==> config.mk <==
export PLATFORM = sky130hd
export DESIGN_NAME = wb_selecter_flat
export DESIGN_NICKNAME = d
export VERILOG_FILES = /design/src/rtl/wb_pkg.sv /design/src/rtl/wb_selecter_if.sv /design/src/rtl/wb_load_align.sv /design/src/rtl/wb_selecter.sv /design/src/flat_wrapper.sv
export SDC_FILE = /design/constraint.sdc
export NUM_CORES = 1
export LEC_CHECK = 0
export BUFFER_PORTS_ARGS = -buffer_cell sky130_fd_sc_hd__buf_2
export CAP_MARGIN = 40
export CORE_MARGIN = 3
export CORE_UTILIZATION = 43
export CTS_CLUSTER_DIAMETER = 80
export DETAILED_ROUTE_END_ITERATION = 16
export GPL_TIMING_DRIVEN = 0
export PLACE_DENSITY_LB_ADDON = 0.25
export SLEW_MARGIN = 30
export SYNTH_ARGS = -nofsm -noshare
export SYNTH_HDL_FRONTEND = slang
export SYNTH_SLANG_ARGS = --single-unit
==> constraint.sdc <==
create_clock -name clk -period 2.73 [get_ports clk]
set_clock_uncertainty 0.15 [all_clocks]
set_input_delay 0.546 -clock clk [delete_from_list [all_inputs] [get_ports clk]]
set_output_delay 0.546 -clock clk [all_outputs]
set_load 0.01 [all_outputs]
==> src/rtl/wb_pkg.sv <==
// Shared definitions for the writeback selector: load size codes, FSM states
// and a select-width helper.
package wb_pkg;

  localparam logic [1:0] LD_B = 2'b00;
  localparam logic [1:0] LD_H = 2'b01;
  localparam logic [1:0] LD_W = 2'b10;

  typedef enum logic {
    IDLE     = 1'b0,
    WAIT_MEM = 1'b1
  } wb_state_t;

  function automatic int sel_width(input int n);
    return (n > 1) ? $clog2(n) : 1;
  endfunction

endpackage

==> src/rtl/wb_selecter_if.sv <==
// Writeback request, memory response and register-file write port bundle.
interface wb_selecter_if
  import wb_pkg::*;
#(
  parameter int DATA_W  = 32,
  parameter int NSRC    = 4,
  parameter int RADDR_W = 5,
  parameter int SEL_W   = sel_width(NSRC)
);

  logic                   in_valid;
  logic                   in_ready;
  logic [SEL_W-1:0]       src_sel;
  logic [NSRC*DATA_W-1:0] src_data;
  logic [RADDR_W-1:0]     dest;
  logic                   is_load;
  logic [1:0]             ld_size;
  logic                   ld_signed;
  logic [1:0]             addr_lo;
  logic                   mem_rvalid;
  logic [DATA_W-1:0]      mem_rdata;
  logic                   wr_en;
  logic [RADDR_W-1:0]     wr_addr;
  logic [DATA_W-1:0]      wr_data;
  logic                   pend_valid;
  logic [RADDR_W-1:0]     pend_dest;

  modport master (
    output in_valid, src_sel, src_data, dest, is_load, ld_size, ld_signed,
           addr_lo, mem_rvalid, mem_rdata,
    input  in_ready, wr_en, wr_addr, wr_data, pend_valid, pend_dest
  );

  modport slave (
    input  in_valid, src_sel, src_data, dest, is_load, ld_size, ld_signed,
           addr_lo, mem_rvalid, mem_rdata,
    output in_ready, wr_en, wr_addr, wr_data, pend_valid, pend_dest
  );

endinterface

==> src/rtl/wb_load_align.sv <==
// Extracts the addressed byte/halfword/word from a little-endian memory word
// and sign- or zero-extends it to the datapath width.
module wb_load_align
  import wb_pkg::*;
#(
  parameter int DATA_W = 32
) (
  input  logic [DATA_W-1:0] rdata,
  input  logic [1:0]        size,
  input  logic              sign_ext,
  input  logic [1:0]        addr_lo,
  output logic [DATA_W-1:0] data
);

  logic [7:0]  byte_v;
  logic [15:0] half_v;

  always_comb begin
    byte_v = 8'(rdata >> {addr_lo, 3'b000});
    half_v = 16'(rdata >> {addr_lo[1], 4'b0000});
    data   = rdata;
    // Size code 2'b11 is not a real load size and falls through as a word
    case (size)
      LD_B:    data = {{(DATA_W-8){sign_ext & byte_v[7]}}, byte_v};
      LD_H:    data = {{(DATA_W-16){sign_ext & half_v[15]}}, half_v};
      default: data = rdata;
    endcase
  end

endmodule

==> src/rtl/wb_selecter.sv <==
// Writeback stage: forwards a selected source or an aligned load result to the
// register-file write port, stalling new requests while a load is outstanding.
module wb_selecter
  import wb_pkg::*;
#(
  parameter int DATA_W      = 32,
  parameter int NSRC        = 4,
  parameter int RADDR_W     = 5,
  parameter int ZERO_REG_WR = 0
) (
  input  logic          clk,
  input  logic          rst_n,
  wb_selecter_if.slave  bus
);

  localparam int SEL_W = sel_width(NSRC);

  wb_state_t state, next_state;

  logic [SEL_W-1:0]   sel;
  logic [DATA_W-1:0]  src_word;
  logic [DATA_W-1:0]  aligned;
  logic               capture_load;
  logic               do_write;
  logic               write_allowed;
  logic [RADDR_W-1:0] write_addr;
  logic [DATA_W-1:0]  write_data;

  logic [RADDR_W-1:0] ld_dest;
  logic [1:0]         ld_size_q;
  logic [1:0]         addr_lo_q;
  logic               ld_signed_q;

  logic               wr_en_q;
  logic [RADDR_W-1:0] wr_addr_q;
  logic [DATA_W-1:0]  wr_data_q;
  logic               pend_valid_q;

  assign sel = bus.src_sel;

  // Out-of-range selects keep the source-0 default
  always_comb begin
    src_word = bus.src_data[DATA_W-1:0];
    for (int k = 0; k < NSRC; k++) begin
      if (int'(sel) == k) src_word = bus.src_data[k*DATA_W +: DATA_W];
    end
  end

  wb_load_align #(
    .DATA_W (DATA_W)
  ) u_align (
    .rdata    (bus.mem_rdata),
    .size     (ld_size_q),
    .sign_ext (ld_signed_q),
    .addr_lo  (addr_lo_q),
    .data     (aligned)
  );

  always_ff @(posedge clk or negedge rst_n) begin
    if (!rst_n) state <= IDLE;
    else        state <= next_state;
  end

  always_comb begin
    next_state   = state;
    capture_load = 1'b0;
    do_write     = 1'b0;
    write_addr   = ld_dest;
    write_data   = aligned;
    case (state)
      IDLE: begin
        if (bus.in_valid) begin
          if (bus.is_load) begin
            capture_load = 1'b1;
            next_state   = WAIT_MEM;
          end else begin
            do_write   = 1'b1;
            write_addr = bus.dest;
            write_data = src_word;
          end
        end
      end
      WAIT_MEM: begin
        if (bus.mem_rvalid) begin
          do_write   = 1'b1;
          next_state = IDLE;
        end
      end
      default: next_state = IDLE;
    endcase
  end

  // A suppressed register-0 write still consumes the request but leaves the port untouched
  assign write_allowed = do_write && ((ZERO_REG_WR != 0) || (write_addr != '0));

  always_ff @(posedge clk or negedge rst_n) begin
    if (!rst_n) begin
      wr_en_q      <= 1'b0;
      wr_addr_q    <= '0;
      wr_data_q    <= '0;
      pend_valid_q <= 1'b0;
      ld_dest      <= '0;
      ld_size_q    <= LD_W;
      addr_lo_q    <= '0;
      ld_signed_q  <= 1'b0;
    end else begin
      wr_en_q <= write_allowed;
      if (write_allowed) begin
        wr_addr_q <= write_addr;
        wr_data_q <= write_data;
      end
      if (capture_load) begin
        pend_valid_q <= 1'b1;
        ld_dest      <= bus.dest;
        ld_size_q    <= bus.ld_size;
        addr_lo_q    <= bus.addr_lo;
        ld_signed_q  <= bus.ld_signed;
      end else if (state == WAIT_MEM && bus.mem_rvalid) begin
        pend_valid_q <= 1'b0;
      end
    end
  end

  assign bus.in_ready   = (state == IDLE);
  assign bus.wr_en      = wr_en_q;
  assign bus.wr_addr    = wr_addr_q;
  assign bus.wr_data    = wr_data_q;
  assign bus.pend_valid = pend_valid_q;
  assign bus.pend_dest  = ld_dest;

endmodule

==> src/flat_wrapper.sv <==
// flat-port wrapper written by rule: the top's interface ports become plain ports
module wb_selecter_flat import wb_pkg::*;
#(
  parameter int DATA_W      = 32,
  parameter int NSRC        = 4,
  parameter int RADDR_W     = 5,
  parameter int ZERO_REG_WR = 0
)
  (clk, rst_n, bus_in_valid, bus_src_sel, bus_src_data, bus_dest, bus_is_load, bus_ld_size, bus_ld_signed, bus_addr_lo, bus_mem_rvalid, bus_mem_rdata, bus_in_ready, bus_wr_en, bus_wr_addr, bus_wr_data, bus_pend_valid, bus_pend_dest);
  wb_selecter_if #(.DATA_W(DATA_W), .NSRC(NSRC), .RADDR_W(RADDR_W)) bus_i ();
  input  logic clk;
  input  logic rst_n;
  input wire logic [$bits(bus_i.in_valid)-1:0] bus_in_valid;
  input wire logic [$bits(bus_i.src_sel)-1:0] bus_src_sel;
  input wire logic [$bits(bus_i.src_data)-1:0] bus_src_data;
  input wire logic [$bits(bus_i.dest)-1:0] bus_dest;
  input wire logic [$bits(bus_i.is_load)-1:0] bus_is_load;
  input wire logic [$bits(bus_i.ld_size)-1:0] bus_ld_size;
  input wire logic [$bits(bus_i.ld_signed)-1:0] bus_ld_signed;
  input wire logic [$bits(bus_i.addr_lo)-1:0] bus_addr_lo;
  input wire logic [$bits(bus_i.mem_rvalid)-1:0] bus_mem_rvalid;
  input wire logic [$bits(bus_i.mem_rdata)-1:0] bus_mem_rdata;
  output wire logic [$bits(bus_i.in_ready)-1:0] bus_in_ready;
  output wire logic [$bits(bus_i.wr_en)-1:0] bus_wr_en;
  output wire logic [$bits(bus_i.wr_addr)-1:0] bus_wr_addr;
  output wire logic [$bits(bus_i.wr_data)-1:0] bus_wr_data;
  output wire logic [$bits(bus_i.pend_valid)-1:0] bus_pend_valid;
  output wire logic [$bits(bus_i.pend_dest)-1:0] bus_pend_dest;
  assign bus_i.in_valid = bus_in_valid;
  assign bus_i.src_sel = bus_src_sel;
  assign bus_i.src_data = bus_src_data;
  assign bus_i.dest = bus_dest;
  assign bus_i.is_load = bus_is_load;
  assign bus_i.ld_size = bus_ld_size;
  assign bus_i.ld_signed = bus_ld_signed;
  assign bus_i.addr_lo = bus_addr_lo;
  assign bus_i.mem_rvalid = bus_mem_rvalid;
  assign bus_i.mem_rdata = bus_mem_rdata;
  assign bus_in_ready = bus_i.in_ready;
  assign bus_wr_en = bus_i.wr_en;
  assign bus_wr_addr = bus_i.wr_addr;
  assign bus_wr_data = bus_i.wr_data;
  assign bus_pend_valid = bus_i.pend_valid;
  assign bus_pend_dest = bus_i.pend_dest;
  wb_selecter #(.DATA_W(DATA_W), .NSRC(NSRC), .RADDR_W(RADDR_W), .ZERO_REG_WR(ZERO_REG_WR)) u_core (.clk(clk), .rst_n(rst_n), .bus(bus_i));
endmodule
Word level (Yosys, flattened, before mapping)

Index checks and enable logic that the tools add are counted.

Bits in registers: 50
Input bits: 177
Output and inout port bits: 45
Logic and storage cells: 44

Equality and inequality tests: 4
Shift operators: 2
Muxes and demuxes: 21
Bitwise operators: 3
Reduce and logical (&&, ||, !) cells: 5

Operators with widths:

| operator                                       | number |
|---|---|
| two-way mux 32 bit                             | 6 |
| case mux 32 bit (2 select lines)               | 1 |
| >> shifter 32 x 5 -> 16 bit                    | 1 |
| >> shifter 32 x 5 -> 8 bit                     | 1 |
| two-way mux 5 bit                              | 3 |
| two-way mux 1 bit                              | 9 |
| nonzero test 5 bit                             | 1 |
| == test 2 x 1 -> 1 bit (second input constant) | 2 |
| == test 2 bit (second input constant)          | 2 |
| case mux 1 bit (2 select lines)                | 2 |
| bitwise AND 1 bit                              | 2 |
| logical AND 1 bit                              | 2 |
| zero test 2 bit                                | 1 |
| nonzero test 2 bit                             | 1 |
| inverter 1 bit                                 | 1 |

Depth between registers and ports, before layout

Gate-level depths: netlist of run 1.

Depth in word-level cells: 7
Gate-level depth with buffers: 7

Cells and area by module

A second synthesis of run 1 with hierarchy kept.

Cells, all modules: 372
Area, all modules: 3,945.0 µm²

Modules (own cells, without submodules):

| module        | times used | cells an instance | area each (µm²) |
|---|---|---|---|
| wb_selecter   | 1          | 279               | 3,238.1 |
| wb_load_align | 1          | 93                | 706.9 |

Worst setup path after synthesis of run 1

OpenSTA, ideal clock, no wires.

Kind: input -> register
Start point: in bus_src_sel[0]
End point: reg u_core.wr_data_q[10] (netlist: u_core.bus.wr_data[10])
Library setup time: 0.118 ns
Arrival time: 1.804 ns
Data required time: 2.462 ns
Setup slack: 0.658 ns
Stages on the path: 6
Path buffers: 2
Cells stage by stage: buf_2 -> buf_2 -> mux4_2 -> nor2_1 -> a211oi_1 -> a21o_1

Word-level cells in the longest chain between the ends: 7
Elaborated cells between the ends (all ways): 9
Those cells by class: 3 x eq/ne; 6 x mux

RTL lines:

| item                             | line               | RTL |
|---|---|---|
| start, declared                  | flat_wrapper.sv:14 | `input wire logic [$bits(bus_i.src_sel)-1:0] bus_src_sel;` |
| == test 2 bit                    | wb_selecter.sv:45  | `if (int'(sel) == k) src_word = bus.src_data[k*DATA_W +: DATA_W];` |
| two-way mux 32 bit (2 in series) | wb_selecter.sv:45  |  |
| two-way mux 32 bit *             | wb_selecter.sv:45  |  |
| two-way mux 32 bit *             | wb_selecter.sv:73  | `if (bus.is_load) begin` |
| two-way mux 32 bit *             | wb_selecter.sv:72  | `if (bus.in_valid) begin` |
| two-way mux 32 bit *             | wb_selecter.sv:70  | `case (state)` |
| end signal, assigned             | wb_selecter.sv:110 | `wr_data_q <= write_data;` |
| end, declared                    | wb_selecter.sv:36  | `logic [DATA_W-1:0] wr_data_q;` |

Mark *: on every way between the ends. The rest lies on a longest branch, timed or not.
A chain may end at the register's enable or synchronous reset.

Final worst setup path of run 1

Start point: reg u_core.ld_size_q[1]
End point: reg u_core.wr_data_q[26] (netlist: u_core.bus.wr_data[26])

Word-level cells in the longest chain between the ends: 5
Elaborated cells between the ends (all ways): 6
Those cells by class: 1 x eq/ne; 4 x mux; 1 x reduce/logical

RTL lines:

| item                                                      | line                | RTL |
|---|---|---|
| start, declared                                           | wb_selecter.sv:30   | `logic [1:0] ld_size_q;` |
| start signal, assigned                                    | wb_selecter.sv:115  | `ld_size_q <= bus.ld_size;` |
| == test 2 x 1 -> 1 bit or zero test 2 bit (tied branches) | wb_load_align.sv:23 | `case (size)` |
| case mux 32 bit (2 select lines) *                        | wb_load_align.sv:23 |  |
| two-way mux 32 bit                                        | wb_selecter.sv:73   |  |
| two-way mux 32 bit                                        | wb_selecter.sv:72   |  |
| two-way mux 32 bit *                                      | wb_selecter.sv:70   |  |

Marked as above.

==> results.toml, run 1 <==
[clock_tree]
clockRootBuffer = "clkbuf_8"
path_clk_slew_ns = 0.10
post_cts_buffers = 0
cts_buffers = 5
cts_tree = "built"
clockBufferDepth = 2
worstSkewPairLatency_ns = 0.31
cts_resized = 0
htreeDepth = 2
hold_buffers = 0
cts_sinks = 50

[power]
leakage_nw = 2.51
pwr-share-seq_pct = 37.7
p_int_mw = 1.88
comb_power_share_pct = 43.1
ir_drop_uv = 269
p_per_area_nw_per_um2 = 611
switching_share_pct = 36.3
power_frac_clock_pct = 19.2
p_switching_mw = 1.07

[synthesis]
syn_avg_cell_area_um2 = 11.1
synth_cell_type_count = 37
synth-seq-cells = 50
synthCells = 314
ys_seq_area_share_pct = 36.1
synth_nets = 491
syn_area_um2 = 3470
synth_flop_cell = "dfrtp_1"
async_flop_share_pct = 100
synth_enable_flop_cells = 0
ys_warn_count = 0

[min_path]
hold_class = "in -> async"

[layout]
drive_above_1_share_pct = 53.9
final_cells = 644
multi_input_area_um2 = 2060
postLayoutCellArea_um2 = 4820
seq_area_um2 = 1250
antenna_cells = 0
final_common_cell = "buf_2"
area_growth_pct = 39.0
mostFrequentLayoutCells = "buf_2, dfrtp_1, nor2_1, nand2_1, mux4_2"
fin_nets = 718
fill_cells = 709

[floorplan]
pin_count = 222
rows = 32
initial_core_util_pct = 44.7
dieWidth_um = 95.9
fp.coreArea_um2 = 7770
die-area_um2 = 9190
die-height_um = 95.9

[worst_setup_path]
critical_path_peak_fanout = 10
crit_arrival_ns = 2.47
r2r_cells = 7
critPathLaunchType = "register"
cp-startpoint = "u_core.ld_size_q[1]"
cp_data_required_time_ns = 2.79
r2r_start = "u_core.ld_size_q[1]"
cp-end-kind = "register"
path_class = "reg -> reg"
regToRegEndpoint = "u_core.bus.wr_data[26]"
ff2ff_setup_slack_ns = 0.32

[placement]
gp_congestion = 0.937
port_buffers = 220
placed_area_um2 = 4700
dp_cells = 636
post-dp-hpwl_um = 10400

[grt]
grt_start_max_net_pins = 51
track_usage_pct = 26.9
first_global_vias = 3690
antenna_found_initial = 0
grt_overflow = 0
grt_pass1_wl_um = 18800

[timing]
setup_violations = 0
final.period_utilization_pct = 88.2
relSlewSlack_pct = 48.9
finalCriticalPeriod_ns = 2.41
max_freq_mhz = 415
worstMarginPinSlew_ns = 0.762
finalHoldViolCount = 0
grt_setup_unrepaired = "false"
slew_viol_final = 0
fin_setup_tns_ns = 0

[run]
maxCapViolations = 0

[detailed_routing]
wl_per_cell_um = 19.4
vias = 3636
drt_wl_total_um = 12500
drcViolationCount = 0
via_per_inst = 5.65
antenna_left = 0
drt_first_pass_iters = 4
first_iter_violations = 230

[status]
status = "finished, final reports clean"
-- sequential cells by signal, indices dropped and copies added, names as in the netlist --
signal and cells:
u_core.ld_size_q 2, u_core.bus.wr_en 1, u_core.bus.pend_dest 5, u_core.state 1
u_core.bus.wr_addr 5, u_core.ld_signed_q 1, u_core.addr_lo_q 2, u_core.bus.pend_valid 1
u_core.bus.wr_data 32
-- layer usage --
metal / routed length [um] / up-vias / global-route usage, % / share of wire [%]
met5: 0 / - / 0 / 0
met4: 246 / 0 / 7.58 / 2.0
met3: 922 / 16 / 5.00 / 7.4
met2: 6460 / 166 / 47.1 / 52
met1: 4850 / 1776 / 33.9 / 39
li1: - / 1678 / - / -
-- metrics by stage --
step	power [mW]	util (%)	setup slack, ns	hold WS, ns
floorplan	1.84	-	0.658	0.100
global placement	2.36	60.5	0.247	0.295
detailed placement	2.40	60.6	0.218	0.305
CTS	2.96	62.1	0.327	0.127
global route	3.11	62.1	0.170	0.139
finish	2.95	62.1	0.321	0.102
-- cells by family after synthesis --
| logic type | synth area share, % |
|---|---|
| mux | 27.5 |
| buf+inv | 4.72 |
| simple gates | 9.95 |
| flops | 36.1 |
| compound gates | 21.8 |
-- synth_stat cells, drive strengths merged, types with 2 or more instances --
cell type  instances  area, um^2
a211oi            26         195
a21o              27         203
a221oi             8        70.1
a22o               8        70.1
a22oi              7        52.6
a32oi              2        17.5
buf               19         115
clkbuf             9        33.8
dfrtp             49        1230
inv                3        11.3
mux2              10         113
mux2i             12         120
mux4              32         721
nand2             32         120
nor2              34         128
nor2b              2        12.5
nor3b              2        26.3
o21ai             12        60.1
o31ai              7        57.6
or4                2        15.0
-- power by group through the flow --
stage / registers (mW) / clock network (mW) / logic [mW]
2_1_floorplan: 1.21 / 0 / 0.625
3_3_place_gp: 1.12 / 0 / 1.24
3_5_place_dp: 1.13 / 0 / 1.27
4_1_cts: 1.11 / 0.568 / 1.28
5_1_grt: 1.14 / 0.594 / 1.38
6_report: 1.11 / 0.567 / 1.27
-- worst max path at each step --
stage | to | slack [ns] | depth (start not counted)
2_1_floorplan | u_core.bus.wr_data[10] | 0.66 | 6
3_3_place_gp | u_core.bus.wr_data[26] | 0.25 | 7
3_5_place_dp | u_core.bus.wr_data[26] | 0.22 | 7
4_1_cts | u_core.bus.wr_data[26] | 0.33 | 7
5_1_grt | u_core.bus.wr_data[26] | 0.17 | 7
6_report | u_core.bus.wr_data[26] | 0.32 | 7
-- final cells by class --
cell class,count,share of cell area (%)
Multi-Input combinational cell,232,42.6
Buffer,28,3.09
Timing Repair Buffer,220,22.9
Clock inverter,2,0.804
Tap cell,102,2.65
Clock buffer,6,1.71
Inverter,4,0.311
Sequential cell,50,26.0
-- worst max-delay path: stages (launching register included) --
cell,delay (ns)
dfstp_2,0.57
or3b_1,0.10
buf_2,0.17
o22ai_2,0.12
o31ai_2,0.68
buf_6,0.23
a211oi_1,0.11
a21o_1,0.17
Note: power is estimated with default switching activity, not from simulation.
==> inputs of run 2 (changes only) <==
- CELL_PAD_IN_SITES_DETAIL_PLACEMENT: not set -> 0
- CELL_PAD_IN_SITES_GLOBAL_PLACEMENT: not set -> 1
- CORE_UTILIZATION: 43 -> 31
- clock period: 2.73 -> 2.4 ns (I/O delays scaled with it)
==> run 2 against run 1 <==
Utilization shrank 17 points. Cell count up 6.7%. Wire length grew 4.5%. Critical path type unchanged. Non-clock buffer count rose by 4. Fmax rose by 6.6%. Critical endpoint unchanged. Final area grew 1.5%. Register-to-register slack worse by 0.18 ns. Setup slack lost 0.18 ns. Clock power fell by 1%.
==> results.toml, run 2 (same netlist as run 1, synthesis figures left out) <==
[layout]
utilization_pct = 45.0
final_cells = 687
mostFrequentLayoutCells = "buf_2, dfrtp_1, nor2_1, nand2_1, mux4_2"
largest_reg_flops = 32
drive_above_1_share_pct = 54.6
postLayoutCellArea_um2 = 4900
area_growth_pct = 41.0
fin_nets = 722
final_common_cell = "buf_2"
fill_cells = 1099
multi_input_area_um2 = 2070
seq_area_um2 = 1250

[detailed_routing]
first_iter_violations = 96
wl_met3_um = 867
antenna_left = 0
vias = 3600
wl_per_cell_um = 19.0
drcViolationCount = 0
via_per_inst = 5.24
met2_wirelength_um = 6580
top_layer_used = "met5"
drt_wl_total_um = 13000
drt_first_pass_iters = 4
routedLengthMet1_um = 5450

[timing]
fin_ws_ns = 0.140
finalCriticalPeriod_ns = 2.26
worstMarginPinSlew_ns = 0.677
fin_setup_tns_ns = 0
relSlewSlack_pct = 54.9
finalHoldWorstSlack_ns = 0.0282
slew_viol_final = 0
finalHoldViolCount = 0
grt_setup_unrepaired = "false"
setup_violations = 0
max_freq_mhz = 443
final.period_utilization_pct = 94.2

[worst_setup_path]
cp-end-kind = "register"
path_class = "reg -> reg"
ff2ff_setup_slack_ns = 0.14
crit_arrival_ns = 2.34
critical_path_peak_fanout = 10
r2r_start = "u_core.ld_size_q[1]"
cp_data_required_time_ns = 2.48
r2r_cells = 7
regToRegEndpoint = "u_core.bus.wr_data[26]"
critPathLaunchType = "register"
cp-startpoint = "u_core.ld_size_q[1]"
endpoint = "u_core.bus.wr_data[26]"

[floorplan]
dieWidth_um = 112
rows = 38
fp.coreArea_um2 = 10900
die-height_um = 112
initial_core_util_pct = 31.9
pin_count = 222
die-area_um2 = 12500

[power]
power.total_mw = 3.27
ir_drop_uv = 292
power_frac_clock_pct = 17.1
p_per_area_nw_per_um2 = 669
pwr-share-seq_pct = 38.5
switching_share_pct = 38.4
p_int_mw = 2.02
p_switching_mw = 1.26
comb_power_share_pct = 44.5
leakage_nw = 2.52

[placement]
gp_congestion = 0.820
dp_cells = 674
placed_area_um2 = 4750
post-dp-hpwl_um = 10900
port_buffers = 220
place_ws_ns = -0.0596

[grt]
grt_start_max_net_pins = 51
first_global_vias = 3860
grt_pass1_wl_um = 20400
grt_overflow = 0
antenna_found_initial = 2
track_usage_pct = 20.6

[clock_tree]
clockRootBuffer = "clkbuf_8"
hold_buffers = 0
cts_sinks = 50
worstSkewPairLatency_ns = 0.32
htreeDepth = 2
path_clk_slew_ns = 0.11
cts_buffers = 5
clockBufferDepth = 2
cts_tree = "built"

[run]
maxCapViolations = 0

[status]
status = "finished, final reports clean"

[min_path]
hold_class = "in -> async"
[run 2: power groups by stage]
stage / Combinational, mW / Sequential (mW) / Clock, mW
after floorplan: 0.711 / 1.38 / 0
final: 1.46 / 1.26 / 0.559
after CTS: 1.47 / 1.26 / 0.572
after global routing: 1.60 / 1.30 / 0.608
after detailed placement: 1.47 / 1.28 / 0
after global placement: 1.44 / 1.27 / 0
[run 2: repair_timing]
item	4_1_cts	5_1_grt
setup endpoints to repair	5	9
pin swaps	0	1
buffers inserted	0	4
cloned	0	0
gates resized for setup	1	3
[run 2: critical path: stages, from the launching register on]
cell,delay (ns)
dfstp_2,0.58
or3b_1,0.11
buf_2,0.19
o22ai_2,0.13
o31ai_4,0.51
buf_6,0.22
a211oi_1,0.11
a21o_1,0.17
[run 2: how the worst min path moves through the flow]
stage	to	depth (start not counted)
6_report	u_core.bus.wr_data[26]	1
5_1_grt	u_core.bus.wr_data[26]	1
4_1_cts	u_core.bus.wr_data[26]	1
3_5_place_dp	u_core.bus.wr_addr[1]	2
3_3_place_gp	u_core.bus.wr_addr[4]	2
2_1_floorplan	u_core.addr_lo_q[0]	0
[run 2: per-layer routing]
layer | global-route usage, % | up-vias
li1 | - | 1685
met4 | 4.54 | 2
met2 | 35.6 | 138
met5 | 0 | -
met1 | 26.7 | 1763
met3 | 4.46 | 12
[run 2: area by class of cell]
cell class | count | share of cell area [%]
timing repair buffer | 224 | 23.1
inverter | 4 | 0.307
multi-input combinational | 232 | 42.3
antenna | 1 | 0.0511
clock inverter | 3 | 0.588
buffer | 28 | 3.07
tap | 140 | 3.58
sequential | 50 | 25.6
clock buffer | 5 | 1.41
